==> src/rtl/ram32x4_arbiter_pkg.sv <==
// Shared types and defaults for the ram32x4 round-robin arbiter.
// Widths of ram_cmd_t follow the package defaults, which the top uses as its parameter defaults.
package ram32x4_arb_pkg;

  localparam int DEF_ADDR_W = 5;
  localparam int DEF_DATA_W = 4;
  localparam int MAX_REQ    = 4;

  typedef struct packed {
    logic                  we;
    logic [DEF_ADDR_W-1:0] addr;
    logic [DEF_DATA_W-1:0] wdata;
  } ram_cmd_t;

  typedef struct packed {
    logic               valid;
    logic [MAX_REQ-1:0] id;
  } rtag_t;

  typedef enum logic {
    CLEAR = 1'b0,
    RUN   = 1'b1
  } clr_state_t;

endpackage

==> src/rtl/ram32x4_arbiter_if.sv <==
// Requester-side bus of the arbiter: req/ack handshake plus tagged read return.
interface ram32x4_arbiter_if
  import ram32x4_arb_pkg::*;
#(
  parameter int NUM_REQ = 2,
  parameter int ADDR_W  = DEF_ADDR_W,
  parameter int DATA_W  = DEF_DATA_W
);

  logic [NUM_REQ-1:0]        req;
  logic [NUM_REQ-1:0]        req_we;
  logic [NUM_REQ*ADDR_W-1:0] req_addr;
  logic [NUM_REQ*DATA_W-1:0] req_wdata;
  logic [NUM_REQ-1:0]        ack;
  logic [NUM_REQ-1:0]        rvalid;
  logic [DATA_W-1:0]         rdata;
  logic                      init_busy;

  modport master (
    output req, req_we, req_addr, req_wdata,
    input  ack, rvalid, rdata, init_busy
  );

  modport slave (
    input  req, req_we, req_addr, req_wdata,
    output ack, rvalid, rdata, init_busy
  );

endinterface

==> src/rtl/ram32x4_arbiter_rr_arbiter.sv <==
// Round-robin picker: combinational one-hot grant searching upward from a registered pointer.
module rr_arbiter #(
  parameter int NUM_REQ = 2
) (
  input  logic               clk,
  input  logic               rst_n,
  input  logic [NUM_REQ-1:0] i_req,
  input  logic               i_enable,
  output logic [NUM_REQ-1:0] o_grant
);

  localparam int PTR_W = (NUM_REQ > 1) ? $clog2(NUM_REQ) : 1;

  logic [PTR_W-1:0] r_ptr;
  logic [PTR_W-1:0] w_winner;
  logic             w_found;

  always_comb begin
    int idx;
    idx      = 0;
    o_grant  = '0;
    w_winner = '0;
    w_found  = 1'b0;
    for (int k = 0; k < NUM_REQ; k++) begin
      idx = int'(r_ptr) + k;
      if (idx >= NUM_REQ) idx = idx - NUM_REQ;
      if (!w_found && i_enable && i_req[idx]) begin
        w_found      = 1'b1;
        o_grant[idx] = 1'b1;
        w_winner     = PTR_W'(idx);
      end
    end
  end

  // The pointer only moves on a transfer, landing just past the winner.
  always_ff @(posedge clk or negedge rst_n) begin
    if (!rst_n)
      r_ptr <= '0;
    else if (w_found)
      r_ptr <= (w_winner == PTR_W'(NUM_REQ - 1)) ? '0 : w_winner + PTR_W'(1);
  end

endmodule

==> src/rtl/ram32x4_arbiter.sv <==
// Shares one registered-input 32x4 RAM between NUM_REQ requesters with round-robin arbitration.
// Optional RAM clear after reset: define RAM32X4_ARB_INIT_CLEAR_EN.
module ram32x4_arbiter
  import ram32x4_arb_pkg::*;
#(
  parameter int NUM_REQ = 2,
  parameter int ADDR_W  = DEF_ADDR_W,
  parameter int DATA_W  = DEF_DATA_W,
  parameter int RD_LAT  = 1
) (
  input  logic              CLOCK_50,
  input  logic              reset_n,
  ram32x4_arbiter_if.slave  bus,
  output logic [ADDR_W-1:0] ram_address,
  output logic [DATA_W-1:0] ram_data,
  output logic              ram_wren,
  input  logic [DATA_W-1:0] ram_q
);

  logic [NUM_REQ-1:0] w_grant;
  logic               w_xfer;
  logic               w_initBusy;
  logic               w_arbEn;
  logic [ADDR_W-1:0]  w_clrAddr;
  ram_cmd_t           w_cmd;

  logic [ADDR_W-1:0]  r_ramAddr;
  logic [DATA_W-1:0]  r_ramData;
  logic               r_ramWren;
  rtag_t              r_tagPipe [RD_LAT+1];
  logic [NUM_REQ-1:0] r_rvalid;
  logic [DATA_W-1:0]  r_rdata;

`ifdef RAM32X4_ARB_INIT_CLEAR_EN
  clr_state_t        r_state;
  clr_state_t        w_nextState;
  logic [ADDR_W-1:0] r_clrCnt;

  always_ff @(posedge CLOCK_50 or negedge reset_n) begin
    if (!reset_n) r_state <= CLEAR;
    else          r_state <= w_nextState;
  end

  always_comb begin
    w_nextState = r_state;
    if (r_state == CLEAR && (&r_clrCnt)) w_nextState = RUN;
  end

  always_comb begin
    w_initBusy = (r_state == CLEAR);
  end

  always_ff @(posedge CLOCK_50 or negedge reset_n) begin
    if (!reset_n)        r_clrCnt <= '0;
    else if (w_initBusy) r_clrCnt <= r_clrCnt + ADDR_W'(1);
  end

  assign w_clrAddr = r_clrCnt;
`else
  assign w_initBusy = 1'b0;
  assign w_clrAddr  = '0;
`endif

  assign w_arbEn = ~w_initBusy;

  rr_arbiter #(.NUM_REQ(NUM_REQ)) u_arb (
    .clk      (CLOCK_50),
    .rst_n    (reset_n),
    .i_req    (bus.req),
    .i_enable (w_arbEn),
    .o_grant  (w_grant)
  );

  assign w_xfer = |(bus.req & w_grant);

  always_comb begin
    w_cmd = '0;
    for (int i = 0; i < NUM_REQ; i++) begin
      if (w_grant[i]) begin
        w_cmd.we    = bus.req_we[i];
        w_cmd.addr  = bus.req_addr[i*ADDR_W +: ADDR_W];
        w_cmd.wdata = bus.req_wdata[i*DATA_W +: DATA_W];
      end
    end
  end

  // Clear writes own the RAM port while busy; otherwise the winner is issued for one cycle.
  always_ff @(posedge CLOCK_50 or negedge reset_n) begin
    if (!reset_n) begin
      r_ramAddr <= '0;
      r_ramData <= '0;
      r_ramWren <= 1'b0;
    end else if (w_initBusy) begin
      r_ramAddr <= w_clrAddr;
      r_ramData <= '0;
      r_ramWren <= 1'b1;
    end else if (w_xfer) begin
      r_ramAddr <= w_cmd.addr;
      r_ramData <= w_cmd.wdata;
      r_ramWren <= w_cmd.we;
    end else begin
      r_ramWren <= 1'b0;
    end
  end

  always_ff @(posedge CLOCK_50 or negedge reset_n) begin
    if (!reset_n) begin
      for (int i = 0; i <= RD_LAT; i++) r_tagPipe[i] <= '0;
      r_rvalid <= '0;
      r_rdata  <= '0;
    end else begin
      r_tagPipe[0] <= rtag_t'{valid: w_xfer & ~w_cmd.we, id: MAX_REQ'(w_grant)};
      for (int i = 1; i <= RD_LAT; i++) r_tagPipe[i] <= r_tagPipe[i-1];
      if (r_tagPipe[RD_LAT].valid) begin
        r_rvalid <= NUM_REQ'(r_tagPipe[RD_LAT].id);
        r_rdata  <= ram_q;
      end else begin
        r_rvalid <= '0;
      end
    end
  end

  assign bus.ack       = w_grant;
  assign bus.rvalid    = r_rvalid;
  assign bus.rdata     = r_rdata;
  assign bus.init_busy = w_initBusy;
  assign ram_address   = r_ramAddr;
  assign ram_data      = r_ramData;
  assign ram_wren      = r_ramWren;

endmodule

==> src/flat_wrapper.sv <==
// flat-port wrapper written by rule: the top's interface ports become plain ports
module ram32x4_arbiter_flat import ram32x4_arb_pkg::*;
#(
  parameter int NUM_REQ = 2,
  parameter int ADDR_W  = DEF_ADDR_W,
  parameter int DATA_W  = DEF_DATA_W,
  parameter int RD_LAT  = 1
)
  (CLOCK_50, reset_n, ram_address, ram_data, ram_wren, ram_q, bus_req, bus_req_we, bus_req_addr, bus_req_wdata, bus_ack, bus_rvalid, bus_rdata, bus_init_busy);
  ram32x4_arbiter_if #(.NUM_REQ(NUM_REQ), .ADDR_W(ADDR_W), .DATA_W(DATA_W)) bus_i ();
  input  logic CLOCK_50;
  input  logic reset_n;
  output logic [ADDR_W-1:0] ram_address;
  output logic [DATA_W-1:0] ram_data;
  output logic ram_wren;
  input  logic [DATA_W-1:0] ram_q;
  input wire logic [$bits(bus_i.req)-1:0] bus_req;
  input wire logic [$bits(bus_i.req_we)-1:0] bus_req_we;
  input wire logic [$bits(bus_i.req_addr)-1:0] bus_req_addr;
  input wire logic [$bits(bus_i.req_wdata)-1:0] bus_req_wdata;
  output wire logic [$bits(bus_i.ack)-1:0] bus_ack;
  output wire logic [$bits(bus_i.rvalid)-1:0] bus_rvalid;
  output wire logic [$bits(bus_i.rdata)-1:0] bus_rdata;
  output wire logic [$bits(bus_i.init_busy)-1:0] bus_init_busy;
  assign bus_i.req = bus_req;
  assign bus_i.req_we = bus_req_we;
  assign bus_i.req_addr = bus_req_addr;
  assign bus_i.req_wdata = bus_req_wdata;
  assign bus_ack = bus_i.ack;
  assign bus_rvalid = bus_i.rvalid;
  assign bus_rdata = bus_i.rdata;
  assign bus_init_busy = bus_i.init_busy;
  ram32x4_arbiter #(.NUM_REQ(NUM_REQ), .ADDR_W(ADDR_W), .DATA_W(DATA_W), .RD_LAT(RD_LAT)) u_core (.CLOCK_50(CLOCK_50), .reset_n(reset_n), .bus(bus_i), .ram_address(ram_address), .ram_data(ram_data), .ram_wren(ram_wren), .ram_q(ram_q));
endmodule
==> config.mk <==
export PLATFORM = sky130hd
export DESIGN_NAME = ram32x4_arbiter_flat
export DESIGN_NICKNAME = d
export VERILOG_FILES = /design/src/rtl/ram32x4_arbiter_pkg.sv /design/src/rtl/ram32x4_arbiter_if.sv /design/src/rtl/ram32x4_arbiter_rr_arbiter.sv /design/src/rtl/ram32x4_arbiter.sv /design/src/flat_wrapper.sv
export SDC_FILE = /design/constraint.sdc
export NUM_CORES = 1
export LEC_CHECK = 0
export ABC_AREA = 1
export CAP_MARGIN = 20
export CORE_UTILIZATION = 25
export CTS_BUF_LIST = sky130_fd_sc_hd__clkbuf_4
export DETAILED_ROUTE_END_ITERATION = 10
export PLACE_DENSITY_LB_ADDON = 0.25
export SLEW_MARGIN = 5
export SYNTH_ARGS = -nofsm -noshare
export SYNTH_HDL_FRONTEND = slang
export SYNTH_SLANG_ARGS = --single-unit
==> constraint.sdc <==
create_clock -name CLOCK_50 -period 1.96 [get_ports CLOCK_50]
set_input_delay 0.196 -clock CLOCK_50 [delete_from_list [all_inputs] [get_ports CLOCK_50]]
set_output_delay 0.196 -clock CLOCK_50 [all_outputs]
set_load 0.05 [all_outputs]
### After elaboration in Yosys (flattened, before gate mapping)

Index checks and enable logic that the tools add are counted.

* add/sub/neg operators: 4
* order comparisons: 6
* multiplexer cells: 23
* bitwise logic cells: 4
* reductions and logical operators: 5

Operators by type and width (count)
* $ge A32 B1 Y1 const B: 2
* $lt A32 B3 Y1 const B: 2
* $mux W32: 2
* $mux W10: 2
* $mux W1: 14
* $mux W2: 3
* $logic_and A1 B1 Y1: 3
* $sub A1 B2 Y3 const B: 1
* $sub A2 B2 Y3 const B: 1
* $add A1 B1 Y2 const B: 1
* $and A2 B2 Y2: 1
* $demux W1 S1: 2
* $ge A1 B2 Y1 const B: 1
* $ge A2 B2 Y1 const B: 1
* $or A2 B2 Y2: 1
* $reduce_or A2 Y1: 1
* $add A1 B1 Y1 const B: 1
* $and A1 B1 Y1: 1
* $logic_not A1 Y1: 1
* $not A1 Y1: 1

* register bits: 23
* input bits: 28
* output and inout port bits: 19

### Logic depth before layout (Yosys ltp)

* word-level depth: 13
* depth in mapped cells: 5
* gate-level depth less buffers: 5

### By module

Synthesis repeated with hierarchy kept, for this count alone.

* cell total of the unflattened synthesis: 121
* area total of the unflattened synthesis: 1022.2 um2

Modules (own cells, without submodules)
* ram32x4_arbiter: instances 1, cells each 111, area each 955.9 um2, seq. area each 550.5 um2
* rr_arbiter: instances 1, cells each 10, area each 66.3 um2, seq. area each 25.0 um2

### Worst setup path after synthesis

OpenSTA, ideal clock, no wires.

* path kind: input-to-reg
* start point: in bus_req[0]
* end point: reg u_core.r_tagPipe[6] in the netlist's numbering
* setup time: 254 ps
* data arrival time: 1542 ps
* data required time: 1706 ps
* slack: 165 ps
* stages on the path: 2
* path buffers: 1
* cell sequence: buf_2 a21boi_0

* word-level cells in the longest chain between the ends: 7

Ends and longest elaborated chain
* start: declaration: line flat_wrapper.sv:17 `input wire logic [$bits(bus_i.req)-1:0] bus_req;`
* $mux W1 (not written as such) (3 in series): line ram32x4_arbiter_rr_arbiter.sv:27 `if (!w_found && i_enable && i_req[idx]) begin`
* $mux W1: line ram32x4_arbiter_rr_arbiter.sv:27
* $logic_not A1 Y1: line ram32x4_arbiter_rr_arbiter.sv:27
* $logic_and A1 B1 Y1: line ram32x4_arbiter_rr_arbiter.sv:27
* $mux W2 (*): line ram32x4_arbiter_rr_arbiter.sv:27
* via bus_ack[1]: line flat_wrapper.sv:21 `output wire logic [$bits(bus_i.ack)-1:0] bus_ack;`
* end: declaration: line ram32x4_arbiter.sv:30 `rtag_t r_tagPipe [RD_LAT+1];`

Mark *: on every way through the listed nets, which the timed path passes. The rest lies on a longest branch. The select of a mux whose other input is x is not followed.
A chain may end at the register's enable or synchronous reset.

### Final worst setup path

* start point: reg u_core.r_ramAddr[2] (netlist: u_core.ram_address[2])
* end point: out ram_address[2]

RTL lines
* start: declaration: line ram32x4_arbiter.sv:27 `logic [ADDR_W-1:0] r_ramAddr;`
* start signal: assignment: line ram32x4_arbiter.sv:94 `r_ramAddr <= w_clrAddr;`
* start signal: assignment: line ram32x4_arbiter.sv:98 `r_ramAddr <= w_cmd.addr;`
* end: declaration: line flat_wrapper.sv:13 `output logic [ADDR_W-1:0] ram_address;`

No word-level cell between the ends.

==> impl_metrics.env <==
export IMPL_outcome="completed"
export IMPL_worst_pin_slew_ns=0.509
export IMPL_critPathRequiredTime_ns=1.76
export IMPL_die_y_um=61.7
export IMPL_critical_path_buf_inv_count=1
export IMPL_fin_nets=161
export IMPL_start_util=0.265
export IMPL_finClkSkew_ns=0.00432
export IMPL_antenna_found_initial=0
export IMPL_crit_start="u_core.ram_address[2]$_DFFE_PN0P_"
export IMPL_fp_row_count=21
export IMPL_setup_violations_final=0
export IMPL_cts_buffers=3
export IMPL_p_leak_nw=0.638
export IMPL_die_area_um2=3800
export IMPL_final_area_um2=1440
export IMPL_start_kind="flop"
export IMPL_synth_cell_type_count=13
export IMPL_tritoncts="built"
export IMPL_cts_setup_buffers=0
export IMPL_crit_slowest_cell="clkdlybuf4s50_1"
export IMPL_netlist_area_um2=890
export IMPL_rsz0062_at_grt="no"
export IMPL_yosys_top_cells_area="dfrtp_1, nand3_1, nand2_1"
export IMPL_routedWlPerCell_um=12.1
export IMPL_viasPerCell=4.47
export IMPL_dpl_hpwl_um=1640
export IMPL_async_flop_share=1.00
export IMPL_grt_overflow_total=0
export IMPL_wl_met2_um=1070
export IMPL_routed_wl_um=2160
export IMPL_layout_setup_ws_ns=0.269
export IMPL_power_density_nw_per_um2=833
export IMPL_cp_top_family="buffers and inverters"
export IMPL_netlist_area_leader_share=0.647
export IMPL_syn_inst=84
export IMPL_yosysSeqAreaShare=0.647
export IMPL_cts_sinks=23
export IMPL_finalCoreUtilization=0.427
export IMPL_pre_cts_ws_ns=0.448
export IMPL_synth_seq_cells=23
export IMPL_fmax_mhz=591
export IMPL_ctsResizeCount=0
export IMPL_cp_end_kind="output pin"
export IMPL_numPortBuffers=45
export IMPL_drv_slew=0
export IMPL_relSlewSlack=0.659
export IMPL_power_total_mw=1.20
export IMPL_hp_class="input pin to asynchronous set/reset pin"
export IMPL_grt_pass1_vias=795
export IMPL_yosysMostFrequentCell="nand3_1"
export IMPL_ios=47
export IMPL_synth_main_ff_cell="dfrtp_1"
export IMPL_drtIter0Drc=16
export IMPL_maxCapViolations=0
export IMPL_clockBufferDepth=2
export IMPL_grt_pass1_wl_um=3350
export IMPL_htreeDepth=1
export IMPL_vias=795
export IMPL_cpPeakStageDelay_ns=0.81
export IMPL_fin_crit_sh=0.863
export IMPL_critical_path_arrival_ns=1.50
export IMPL_grt_start_max_net_pins=24
export IMPL_met3_length_um=186
export IMPL_drt_first_pass_iters=4
export IMPL_drive_above_1_share=0.114
export IMPL_hold_viol=0
export IMPL_ys_top_cells_by_count="nand3_1, dfrtp_1, nand2_1, buf_2, mux2_2"
export IMPL_wl_met1_um=872
export IMPL_ir_worst_vdd_uv=264
export IMPL_clock_latency_ns=0.30
export IMPL_drcViolationCount=0
export IMPL_top_layer_used="met4"
export IMPL_path_clk_slew_ns=0.12
export IMPL_path_cells="clkdlybuf4s50_1"
export IMPL_yosysTopAreaCell="dfrtp_1"
export IMPL_synth_edf_count=0
export IMPL_hold_buffers=0
export IMPL_track_usage=0.124
export IMPL_path_max_fanout=2
export IMPL_setup_tns_ns=0
export IMPL_syn_to_final_growth_pct=61.6
export IMPL_ys_warn_count=0
export IMPL_critPathKind="flop to output pin"
export IMPL_die_w_um=61.7
export IMPL_avgSynthCellArea_um2=10.6
export IMPL_ant_nets=0
export IMPL_core_area_um2=3360
export IMPL_syn_nets=112
export IMPL_root_buffer="clkbuf_4"
export IMPL_fin_crit_ns=1.69
export IMPL_diodes=0
export IMPL_placed_area_um2=1410
export IMPL_routabilityCongestion=0.707
## where the power goes
| part | switching (mW) | internal [mW] |
|---|---|---|
| clock network | 0.132 | 0.0930 |
| registers | 0.0286 | 0.529 |
| logic | 0.251 | 0.164 |
## per-layer routing
metal | GRT usage | up-vias
li1 | - | 378
met4 | 0.0540 | 0
met2 | 0.210 | 46
met5 | 0 | -
met3 | 0.0336 | 4
met1 | 0.146 | 367
## final cells by class
class,instances,area (um^2)
fillers,347,1930
clock buffers,4,30.0
repair buffers,49,488
multi-input cells,53,275
flip-flops and latches,23,576
well taps,46,57.6
inverters,3,11.3
## path summary, 6_finish.rpt
path	cells after the start	slack [ns]	to
max	1	0.27	ram_address[2]
min	2	0.22	u_core.bus.rvalid[0]$_DFF_PN0_
max reg2reg	5	0.91	u_core.r_tagPipe[9]$_DFF_PN0_
min reg2reg	0	0.37	u_core.r_tagPipe[1]$_DFF_PN0_
max in group asynchronous	2	1.51	u_core.ram_address[0]$_DFFE_PN0P_
min in group CLOCK_50	0	0.37	u_core.r_tagPipe[1]$_DFF_PN0_
## flip-flops by register name, indices dropped and copies added, names as in the netlist, named ones only
signal,flops
u_core.ram_address,5
u_core.ram_wren,1
u_core.bus.rdata,4
u_core.ram_data,4
u_core.r_tagPipe,6
u_core.bus.rvalid,2
## stage by stage
step / std cells / hold WS, ns
global placement: 174 / 0.335
detailed placement: 174 / 0.338
CTS: 178 / 0.227
global route: 178 / 0.220
floorplan: 84 / -0.0996
finish: 178 / 0.222
## cells by family (layout without fill, tap and decap cells)
logic type	count (synthesis)	count (layout)	synth area share
and+or+nand+nor	46	46	0.241
DFF	23	23	0.647
buffers and inverters	8	56	0.0436
muxes	4	4	0.0506
AOI/OAI and AO/OA	2	2	0.0141
other	1	1	0.00422
## cells in the final DEF (no fill, tap or decap), drive strengths merged
cell / netlist / final
mux2: 4 / 4
conb: 1 / 1
dfrtp: 23 / 23
clkbuf: 0 / 4
o21ai: 1 / 1
nor2: 2 / 2
a21boi: 1 / 1
nand2: 14 / 14
and2: 1 / 1
clkdlybuf4s50: 0 / 43
nand3: 29 / 29
inv: 3 / 3
buf: 5 / 6
Power figures use the tool's default switching activity.
